===== config.mk =====
export PLATFORM = sky130hd
export DESIGN_NAME = core_sequencer_flat
export DESIGN_NICKNAME = d
export VERILOG_FILES = /design/src/rtl/core_sequencer_if.sv /design/src/rtl/core_sequencer.sv /design/src/flat_wrapper.sv
export SDC_FILE = /design/constraint.sdc
export NUM_CORES = 1
export LEC_CHECK = 0
export CORE_MARGIN = 2
export CORE_UTILIZATION = 35
export DETAILED_ROUTE_END_ITERATION = 12
export SETUP_SLACK_MARGIN = 0.4
export SKIP_LAST_GASP = 1
export SLEW_MARGIN = 20
export SYNTH_ARGS = -nofsm -noshare
export SYNTH_HDL_FRONTEND = slang
export SYNTH_SLANG_ARGS = --single-unit

===== constraint.sdc =====
create_clock -name clk -period 1.48 [get_ports clk]
set_input_delay 0.296 -clock clk [delete_from_list [all_inputs] [get_ports clk]]
set_output_delay 0.296 -clock clk [all_outputs]
set_load 0.01 [all_outputs]

===== src/rtl/core_sequencer_if.sv =====
// Sequencer <-> datapath bundle: run/step control, decode and ALU status in,
// ALU/regfile/PC strobes, status and retired count out.
interface core_sequencer_if;
  logic        run;
  logic        step_req;
  logic        ins_valid;
  logic        ctrl_regwen;
  logic        ctrl_is_branch;
  logic        has_branched;
  logic        alu_ready;
  logic        alu_start;
  logic        rf_we;
  logic        pc_en;
  logic        pc_sel;
  logic        step_ack;
  logic        timeout_err;
  logic [1:0]  state;
  logic [31:0] retired_cnt;

  modport master (
    input  run, step_req, ins_valid,
    input  ctrl_regwen, ctrl_is_branch,
    input  has_branched, alu_ready,
    output alu_start, rf_we, pc_en, pc_sel,
    output step_ack, timeout_err,
    output state, retired_cnt
  );

  modport slave (
    output run, step_req, ins_valid,
    output ctrl_regwen, ctrl_is_branch,
    output has_branched, alu_ready,
    input  alu_start, rf_we, pc_en, pc_sel,
    input  step_ack, timeout_err,
    input  state, retired_cnt
  );
endinterface


===== src/rtl/core_sequencer.sv =====
// Multi-cycle RV32IM sequencer: FETCH -> EXEC (wait ALU ready) -> WB.
// Ports: clk, rst (async high), bus (core_sequencer_if.master).
module core_sequencer #(
  parameter int ALU_TIMEOUT = 40,
  parameter int CNT_W       = 6
) (
  input logic              clk,
  input logic              rst,
  core_sequencer_if.master bus
);
  typedef enum logic [1:0] {
    IDLE  = 2'd0,
    FETCH = 2'd1,
    EXEC  = 2'd2,
    WB    = 2'd3
  } state_t;

  localparam logic [CNT_W-1:0] LIMIT = CNT_W'(ALU_TIMEOUT);
  localparam logic [CNT_W-1:0] ONE   = CNT_W'(1);

  state_t           st_q, st_d;
  logic [CNT_W-1:0] cnt_q, cnt_d;
  logic             step_q, step_d;
  logic             tmo_q, tmo_d;
  logic [31:0]      ret_q, ret_d;

  always_ff @(posedge clk or posedge rst) begin
    if (rst) begin
      st_q   <= IDLE;
      cnt_q  <= '0;
      step_q <= 1'b0;
      tmo_q  <= 1'b0;
      ret_q  <= '0;
    end else begin
      st_q   <= st_d;
      cnt_q  <= cnt_d;
      step_q <= step_d;
      tmo_q  <= tmo_d;
      ret_q  <= ret_d;
    end
  end

  always_comb begin
    st_d   = st_q;
    cnt_d  = cnt_q;
    step_d = step_q;
    tmo_d  = tmo_q;
    ret_d  = ret_q;
    unique case (st_q)
      IDLE: begin
        if (!tmo_q) begin
          if (bus.run) begin
            st_d = FETCH;
          end else if (bus.step_req) begin
            step_d = 1'b1;
            st_d   = FETCH;
          end
        end
      end
      FETCH: begin
        if (bus.ins_valid) begin
          st_d  = EXEC;
          cnt_d = ONE;
        end
      end
      EXEC: begin
        // First cycle ignores a ready left over
        // from the previous operation.
        if (cnt_q == ONE) begin
          cnt_d = cnt_q + ONE;
        end else if (bus.alu_ready) begin
          st_d  = WB;
          cnt_d = '0;
        end else if (cnt_q == LIMIT) begin
          tmo_d  = 1'b1;
          step_d = 1'b0;
          st_d   = IDLE;
          cnt_d  = '0;
        end else begin
          cnt_d = cnt_q + ONE;
        end
      end
      WB: begin
        ret_d = ret_q + 32'd1;
        if (step_q) begin
          step_d = 1'b0;
          st_d   = IDLE;
        end else if (bus.run) begin
          st_d = FETCH;
        end else begin
          st_d = IDLE;
        end
      end
    endcase
  end

  assign bus.alu_start   = (st_q == EXEC) && (cnt_q == ONE);
  assign bus.rf_we       = (st_q == WB) && bus.ctrl_regwen;
  assign bus.pc_en       = (st_q == WB);
  assign bus.pc_sel      = (st_q == WB) && bus.ctrl_is_branch
                           && bus.has_branched;
  assign bus.step_ack    = (st_q == WB) && step_q;
  assign bus.timeout_err = tmo_q;
  assign bus.state       = st_q;
  assign bus.retired_cnt = ret_q;
endmodule

===== src/flat_wrapper.sv =====
// flat-port wrapper written by rule: the top's interface ports become plain ports
module core_sequencer_flat 
#(
  parameter int ALU_TIMEOUT = 40,
  parameter int CNT_W       = 6
)
  (clk, rst, bus_run, bus_step_req, bus_ins_valid, bus_ctrl_regwen, bus_ctrl_is_branch, bus_has_branched, bus_alu_ready, bus_alu_start, bus_rf_we, bus_pc_en, bus_pc_sel, bus_step_ack, bus_timeout_err, bus_state, bus_retired_cnt);
  core_sequencer_if bus_i ();
  input logic clk;
  input logic rst;
  input wire logic [$bits(bus_i.run)-1:0] bus_run;
  input wire logic [$bits(bus_i.step_req)-1:0] bus_step_req;
  input wire logic [$bits(bus_i.ins_valid)-1:0] bus_ins_valid;
  input wire logic [$bits(bus_i.ctrl_regwen)-1:0] bus_ctrl_regwen;
  input wire logic [$bits(bus_i.ctrl_is_branch)-1:0] bus_ctrl_is_branch;
  input wire logic [$bits(bus_i.has_branched)-1:0] bus_has_branched;
  input wire logic [$bits(bus_i.alu_ready)-1:0] bus_alu_ready;
  output wire logic [$bits(bus_i.alu_start)-1:0] bus_alu_start;
  output wire logic [$bits(bus_i.rf_we)-1:0] bus_rf_we;
  output wire logic [$bits(bus_i.pc_en)-1:0] bus_pc_en;
  output wire logic [$bits(bus_i.pc_sel)-1:0] bus_pc_sel;
  output wire logic [$bits(bus_i.step_ack)-1:0] bus_step_ack;
  output wire logic [$bits(bus_i.timeout_err)-1:0] bus_timeout_err;
  output wire logic [$bits(bus_i.state)-1:0] bus_state;
  output wire logic [$bits(bus_i.retired_cnt)-1:0] bus_retired_cnt;
  assign bus_i.run = bus_run;
  assign bus_i.step_req = bus_step_req;
  assign bus_i.ins_valid = bus_ins_valid;
  assign bus_i.ctrl_regwen = bus_ctrl_regwen;
  assign bus_i.ctrl_is_branch = bus_ctrl_is_branch;
  assign bus_i.has_branched = bus_has_branched;
  assign bus_i.alu_ready = bus_alu_ready;
  assign bus_alu_start = bus_i.alu_start;
  assign bus_rf_we = bus_i.rf_we;
  assign bus_pc_en = bus_i.pc_en;
  assign bus_pc_sel = bus_i.pc_sel;
  assign bus_step_ack = bus_i.step_ack;
  assign bus_timeout_err = bus_i.timeout_err;
  assign bus_state = bus_i.state;
  assign bus_retired_cnt = bus_i.retired_cnt;
  core_sequencer #(.ALU_TIMEOUT(ALU_TIMEOUT), .CNT_W(CNT_W)) u_core (.clk(clk), .rst(rst), .bus(bus_i));
endmodule

Word level (Yosys, flattened, before mapping)
Index checks and enable logic that the tools add are counted.

Register bits: 42. Input bits: 9. Word-level logic and storage cells: 57.

Add/subtract/negate cells: 2. Equality and inequality tests: 14. Mux-type cells: 22. Bitwise gates (word level): 2. Reduce and logical (&&, ||, !) cells: 12.

Operators by type and width (count): $add 32x1->32 const B (1); $mux 6 (4); $mux 2 (8); $ne 2x2->1 const B (6); $pmux 6 s2 (1); $pmux 2 s4 (1); $mux 1 (7); $reduce_and 7->1 (1); $add 6x1->6 const B (1); $eq 6x1->1 const B (1); $eq 6x6->1 const B (1); $logic_and 1x1->1 (5); $reduce_and 5->1 (1); $eq 2x2->1 const B (2); $reduce_and 4->1 (1); $ne 3x2->1 const B (1); $ne 3x3->1 const B (1); $pmux 1 s3 (1); $reduce_bool 3->1 (1); $eq 2x1->1 const B (1); $logic_not 2->1 (1); $ne 2x1->1 const B (1); $not 1->1 (2); $reduce_and 2->1 (1); $reduce_bool 2->1 (1).

Logic depth before layout (Yosys ltp)
Gate-level depths: netlist of the first run.

Depth in word-level cells: 5. Gate-level depth with buffers: 7. Gate-level depth less buffers: 6.

Worst setup path after synthesis of the first run
No wires, ideal clock.

Kind: flip-flop to flip-flop. Start point: register u_core.st_q[1], in the netlist u_core.bus.state[1]. End point: register u_core.ret_q[29], in the netlist u_core.bus.retired_cnt[29]. Setup time: 0.079 ns. Arrival time: 1.582 ns. Data required time: 1.401 ns. Setup slack: -0.181 ns. Stages on the path, launching flop included: 7. Path buffers: 1. Period minus slack after synthesis: 1.661 ns. Cells stage by stage: dfrtp_1 -> buf_4 -> nand3_2 -> or2_1 -> or3_4 -> nor3_2 -> xor2_1.

Cells in the longest elaborated chain, start to end: 1.

Ends and longest elaborated chain: start: declaration (line core_sequencer.sv:21) `state_t st_q, st_d;`; start signal: assignment (line core_sequencer.sv:35) `st_q <= st_d;`; $eq 2x2->1 (line core_sequencer.sv:49) `unique case (st_q)`; end signal: assignment (line core_sequencer.sv:39) `ret_q <= ret_d;`; end: declaration (line core_sequencer.sv:25) `logic [31:0] ret_q, ret_d;`.

Every way passes these cells. A chain may end at the register's enable or synchronous reset.

Worst setup path after layout of the first run
Same ends and word-level chain as after synthesis.

==> results of run 1 <==
[repair_timing]
item	CTS	global route
endpoints found under the hold margin	0	0
hold buffers	0	0
setup buffers	43	16
setup endpoints to repair	80	81
pin swaps	33	16
gates cloned	1	0
gates resized for setup	232	24
[cell type report]
class                      count  area, um2  share of cell area
tap                           75       93.8              0.0238
timing repair buffer         152       1380               0.349
clock buffer                   6       72.6              0.0184
inverter                      10       43.8              0.0111
clock inverter                 2       37.5             0.00953
sequential                    42       1050               0.267
multi-input combinational    142       1260               0.320
[metrics by stage]
stage          cells  total power [mW]  hold slack [ps]  setup WS, ps  cell area [um2]
2_1_floorplan    197              2.31              287         -95.0             2220
3_3_place_gp     361              3.06              457          -254             3090
3_5_place_dp     361              3.08              475          -271             3090
4_1_cts          413              4.59              398          -142             3690
5_1_grt          429              5.25              411          -253             3940
6_report         429              4.96              386          -148             3940
[worst paths after layout]
path	to	slack (ps)	depth (start not counted)
max	u_core.bus.retired_cnt[29]	-150	7
min	u_core.bus.retired_cnt[14]	390	3
max reg2reg	u_core.bus.retired_cnt[29]	-150	7
min reg2reg	u_core.bus.retired_cnt[27]	530	1
max in group asynchronous	u_core.bus.state[0]	860	3
min in group clk	u_core.bus.retired_cnt[27]	530	1
[layer usage]
metal,routed length (um),track usage,vias to the layer above
met5,0,0,-
met4,68,0.0559,0
met3,231,0.0378,7
met2,3140,0.322,37
met1,2380,0.213,993
li1,-,-,990
[flip-flops by register name, indices dropped and copies added (netlist names)]
signal                  cells
u_core.step_q               1
u_core.bus.retired_cnt     32
u_core.cnt_q                6
u_core.bus.timeout_err      1
u_core.bus.state            2
[logic make-up after synthesis]
logic type | share of synthesized area
flip-flops | 0.501
AO/OA/AOI/OAI | 0.0585
XOR/XNOR | 0.130
multiplexers | 0.00537
adder cells (fa/ha/maj) | 0.0239
AND/OR/NAND/NOR | 0.252
buffers and inverters | 0.0292
[power groups by stage]
stage	combinational [mW]	sequential, mW	clock (mW)
final	2.59	1.45	0.914
after global routing	2.79	1.47	0.989
after CTS	2.24	1.41	0.937
after detailed placement	1.62	1.47	0
after global placement	1.61	1.46	0
after floorplan	0.778	1.53	0
[cell usage after synthesis, types with 2 or more instances]
master    number
dfrtp_1       42
xnor2_1       21
nand2_1       16
nor2_1        14
nand3_1       13
inv_1         10
xor2_1        10
and3_1         8
nand4_1        8
a21oi_1        5
ha_1           4
nor3_1         4
nor3_2         4
and2_1         3
nand3b_1       3
nor2b_1        3
a211oi_1       2
a21o_1         2
a22o_1         2
buf_4          2
o21ai_0        2
[critical path, stage by stage, from the launching register on]
cell,delay [ps]
dfrtp_1,390
buf_6,110
buf_6,90
nand3_4,80
or2_4,230
or3_4,370
nor3_2,140
xor2_1,150
==> impl_metrics.env, run 1 <==
export IMPL_num_vias=2027
export IMPL_port_buffers=48
export IMPL_critPathKind="reg -> reg"
export IMPL_syn_area_mm2=0.00210
export IMPL_syn_num_nets=210
export IMPL_setup_viol=33
export IMPL_numCtsBuffers=5
export IMPL_drt_vias_per_instance=4.72
export IMPL_arrival_ps=1860
export IMPL_status="finished, violations left"
export IMPL_worstSetupStartpoint="u_core.bus.state[1]"
export IMPL_tightest_slew_ps=272
export IMPL_overflow=0
export IMPL_htreeDepth=2
export IMPL_mostFrequentLayoutCell="buf_4"
export IMPL_wire_per_inst_um=13.6
export IMPL_ant_nets=0
export IMPL_critPathMaxFanout=3
export IMPL_seq_area_frac_synth=0.501
export IMPL_clockRootBuffer="clkbuf_8"
export IMPL_drive_gt1_frac=0.593
export IMPL_fin_crit_sh=1.10
export IMPL_synth_top_area_frac=0.501
export IMPL_finClkSkew_ps=10.8
export IMPL_avgSynthCellArea_um2=10.6
export IMPL_synth_area_leaders="dfrtp_1 50%, xnor2_1 8.8%, xor2_1 4.2%"
export IMPL_violations="negative setup slack"
export IMPL_synth_async_reset_ratio=1.00
export IMPL_initial_core_util=0.358
export IMPL_switching_share=0.325
export IMPL_coreArea_mm2=0.00585
export IMPL_grt_total_usage=0.179
export IMPL_drtPass1Iterations=4
export IMPL_drtIter0Drc=54
export IMPL_rsz0062_at_grt="true"
export IMPL_die_w_um=81.4
export IMPL_hold_violations=0
export IMPL_antenna_found_initial=0
export IMPL_worst_slack_ps=-148
export IMPL_period_needed_ps=1630
export IMPL_clk_latency_ps=300
export IMPL_synth_distinct_cells=40
export IMPL_drv_slew=0
export IMPL_end_kind="flop"
export IMPL_synthCells=197
export IMPL_grt_max_degree=43
export IMPL_grt_first_pass_wirelength_um=9190
export IMPL_p_leak_nw=1.99
export IMPL_internal_power_mw=3.35
export IMPL_io_pin_count=49
export IMPL_yosysWarnings=0
export IMPL_nFillCells=449
export IMPL_switchingPower_mw=1.61
export IMPL_pwr_share_clk=0.184
export IMPL_cap_viol_max_count=0
export IMPL_synthFlopType="dfrtp_1"
export IMPL_rows=28
export IMPL_r2r_start="u_core.bus.state[1]"
export IMPL_post_route_util=0.673
export IMPL_nNetsFinal=366
export IMPL_p_seq_frac=0.293
export IMPL_fmax_mhz=614
export IMPL_final_cell_mix="63 x buf_4, 59 x buf_6, 40 x dfrtp_1"
export IMPL_design_die_area_mm2=0.00662
export IMPL_start_kind="flop"
export IMPL_clock_sinks=42
export IMPL_place_congestion=0.803
export IMPL_clkTransAtPathRegs_ps=80
export IMPL_slew_headroom=0.818
export IMPL_cts_tree="yes"
export IMPL_die_h_um=81.4
export IMPL_critical_path_required_ps=1710
export IMPL_syn2layout_area_growth_pct=87.9
export IMPL_synth_top_area_cell="dfrtp_1"
export IMPL_clockBufferDepth=2
export IMPL_drc_errors=0
export IMPL_grt_pass1_vias=2061
export IMPL_powerDensity_mw_per_mm2=1260
export IMPL_synth_seq_cells=42
export IMPL_hpwlAfterDp_um=3370
export IMPL_power_frac_comb=0.522
export IMPL_tns_ps=-2590
export IMPL_irDropWorstVdd_v=0.000907
export IMPL_n_antenna_cell=0
export IMPL_synth_edf_count=0
export IMPL_routed_wirelength_um=5820
export IMPL_hp_class="in -> async"
Note: power is estimated with default switching activity, not from simulation.
==> inputs of run 2 (changes only) <==
Settings changed: CTS_CLUSTER_DIAMETER from default to 50.
==> results of run 2 <==
Final layout, timing and power as in run 1 (identical DEF).
==> inputs of run 3 (changes only) <==
Settings changed: CELL_PAD_IN_SITES_DETAIL_PLACEMENT from default to 1, CELL_PAD_IN_SITES_GLOBAL_PLACEMENT from default to 1, CORE_UTILIZATION 35 to 34, PLACE_DENSITY_LB_ADDON from default to 0.1.
==> run 3 against run 2 <==
  * The run still ends with negative setup slack left
  * Die area up 2.8%
  * Clock power down 8.8%
  * Maximum frequency down 10%
  * Register-to-register slack worse by 180 ps
  * Sequential cell count unchanged
  * Utilization up 4.5 points
  * Critical endpoint is now u_core.bus.retired_cnt[30]
  * Largest power group unchanged
  * Highest routed layer unchanged
==> impl_metrics.env, run 3 (synthesized netlist as in run 1, its figures left out) <==
export IMPL_n_antenna_cell=0
export IMPL_setup_viol=44
export IMPL_port_buffers=48
export IMPL_numCtsBuffers=5
export IMPL_slew_headroom=0.744
export IMPL_drive_gt1_frac=0.650
export IMPL_grt_first_pass_wirelength_um=12300
export IMPL_cts_tree="yes"
export IMPL_largest_reg_flops=32
export IMPL_drc_errors=0
export IMPL_drv_slew=0
export IMPL_worst_slack_ps=-332
export IMPL_clock_sinks=42
export IMPL_crit_path_max_incr_delay_ps=390
export IMPL_hold_ws_ps=329
export IMPL_clk_latency_ps=310
export IMPL_rows=28
export IMPL_nNetsFinal=389
export IMPL_violations="negative setup slack"
export IMPL_fmax_mhz=552
export IMPL_syn2layout_area_growth_pct=104
export IMPL_post_place_ws_ps=-281
export IMPL_tightest_slew_ps=384
export IMPL_period_needed_ps=1810
export IMPL_cp_slowest_cell="dfrtp_1"
export IMPL_crit_chain="buf_6, buf_6, nand4_1, nor3_4, buf_12, nand3_1, nor2_1, xor2_1"
export IMPL_initial_core_util=0.352
export IMPL_irDropWorstVdd_v=0.00115
export IMPL_hp_class="in -> async"
export IMPL_grt_max_degree=16
export IMPL_clockBufferDepth=2
export IMPL_hpwlAfterDp_um=4110
export IMPL_ant_nets=0
export IMPL_arrival_ps=2040
export IMPL_htreeDepth=2
export IMPL_start_kind="flop"
export IMPL_drt_vias_per_instance=5.19
export IMPL_place_congestion=0.724
export IMPL_grt_total_usage=0.246
export IMPL_status="finished, violations left"
export IMPL_cpMostUsedCell="buf_6"
export IMPL_end_kind="flop"
export IMPL_rsz0062_at_grt="true"
export IMPL_critPathKind="reg -> reg"
export IMPL_critPathMaxFanout=10
export IMPL_antenna_found_initial=0
export IMPL_p_leak_nw=2.26
export IMPL_drtPass1Iterations=4
export IMPL_design_die_area_mm2=0.00681
export IMPL_clkTransAtPathRegs_ps=90
export IMPL_die_w_um=82.5
export IMPL_routed_wirelength_um=10600
export IMPL_clockRootBuffer="clkbuf_8"
export IMPL_powerDensity_mw_per_mm2=1320
export IMPL_final_cell_mix="75 x buf_6, 70 x buf_4, 39 x dfrtp_1"
export IMPL_cts_hold_buf=0
export IMPL_drtIter0Drc=49
export IMPL_mostFrequentLayoutCell="buf_6"
export IMPL_die_h_um=82.5
export IMPL_wire_per_inst_um=23.5
export IMPL_overflow=0
export IMPL_critical_path_required_ps=1710
export IMPL_finClkSkew_ps=10.8
export IMPL_coreArea_mm2=0.00596
export IMPL_fin_crit_sh=1.22
export IMPL_num_vias=2348
export IMPL_tns_ps=-6960
export IMPL_io_pin_count=49
export IMPL_cap_viol_max_count=0
export IMPL_hold_violations=0
export IMPL_grt_pass1_vias=2405
==> run 3: critical path, delay by kind of cell, from the launching register on <==
kind,cells,cell delay (ps)
xor gates and xnor gates,1,210
DFF,1,390
and+or+nand+nor,4,730
buffers and inverters,3,380
==> run 3: where the power goes <==
part           internal (mW)  switching (mW)  total [mW]
Clock                  0.378           0.456       0.834
Combinational           1.96            1.38        3.34
Sequential              1.30           0.163        1.46
Total                   3.64            2.00        5.64
==> run 3: area by class of cell <==
type / count / area [um2]
well taps: 75 / 93.8
fillers: 588 / 1680
clock inverters: 1 / 5.00
inverters: 10 / 43.8
clock buffers: 7 / 86.3
multi-input cells: 141 / 1340
flip-flops and latches: 42 / 1050
repair buffers: 176 / 1650
==> run 3: per-layer routing <==
metal	global-route usage	share of wire
met1	0.258	0.35
met2	0.483	0.56
met3	0.0489	0.030
met4	0.0787	0.058
met5	0	0
==> run 3: path summary, 6_finish.rpt <==
| kind | endpoint | cells after the start | slack (ps) | startpoint |
|---|---|---|---|---|
| setup / recovery | u_core.bus.retired_cnt[30] | 8 | -330 | u_core.bus.state[1] |
| hold / removal | u_core.bus.retired_cnt[14] | 2 | 330 | rst |
| setup reg to reg | u_core.bus.retired_cnt[30] | 8 | -330 | u_core.bus.state[1] |
| hold reg to reg | u_core.bus.retired_cnt[13] | 2 | 570 | u_core.bus.retired_cnt[13] |
| max in group asynchronous | u_core.bus.state[0] | 3 | 740 | rst |
| min in group clk | u_core.bus.retired_cnt[13] | 2 | 570 | u_core.bus.retired_cnt[13] |
==> run 3: what timing repair did <==
action | in CTS | in global routing
gates resized for setup | 225 | 68
buffers inserted | 47 | 34
endpoints found under the setup margin | 82 | 82
pin swaps | 30 | 22
==> run 3: through the flow <==
stage,std cells,instance area [um2],total power [mW],utilization
after global routing,452,4280,5.89,0.718
final,452,4280,5.64,0.718
after detailed placement,363,3150,3.11,0.528
after CTS,418,3720,4.53,0.625
after global placement,363,3150,3.06,0.528
after floorplan,197,2220,2.31,-
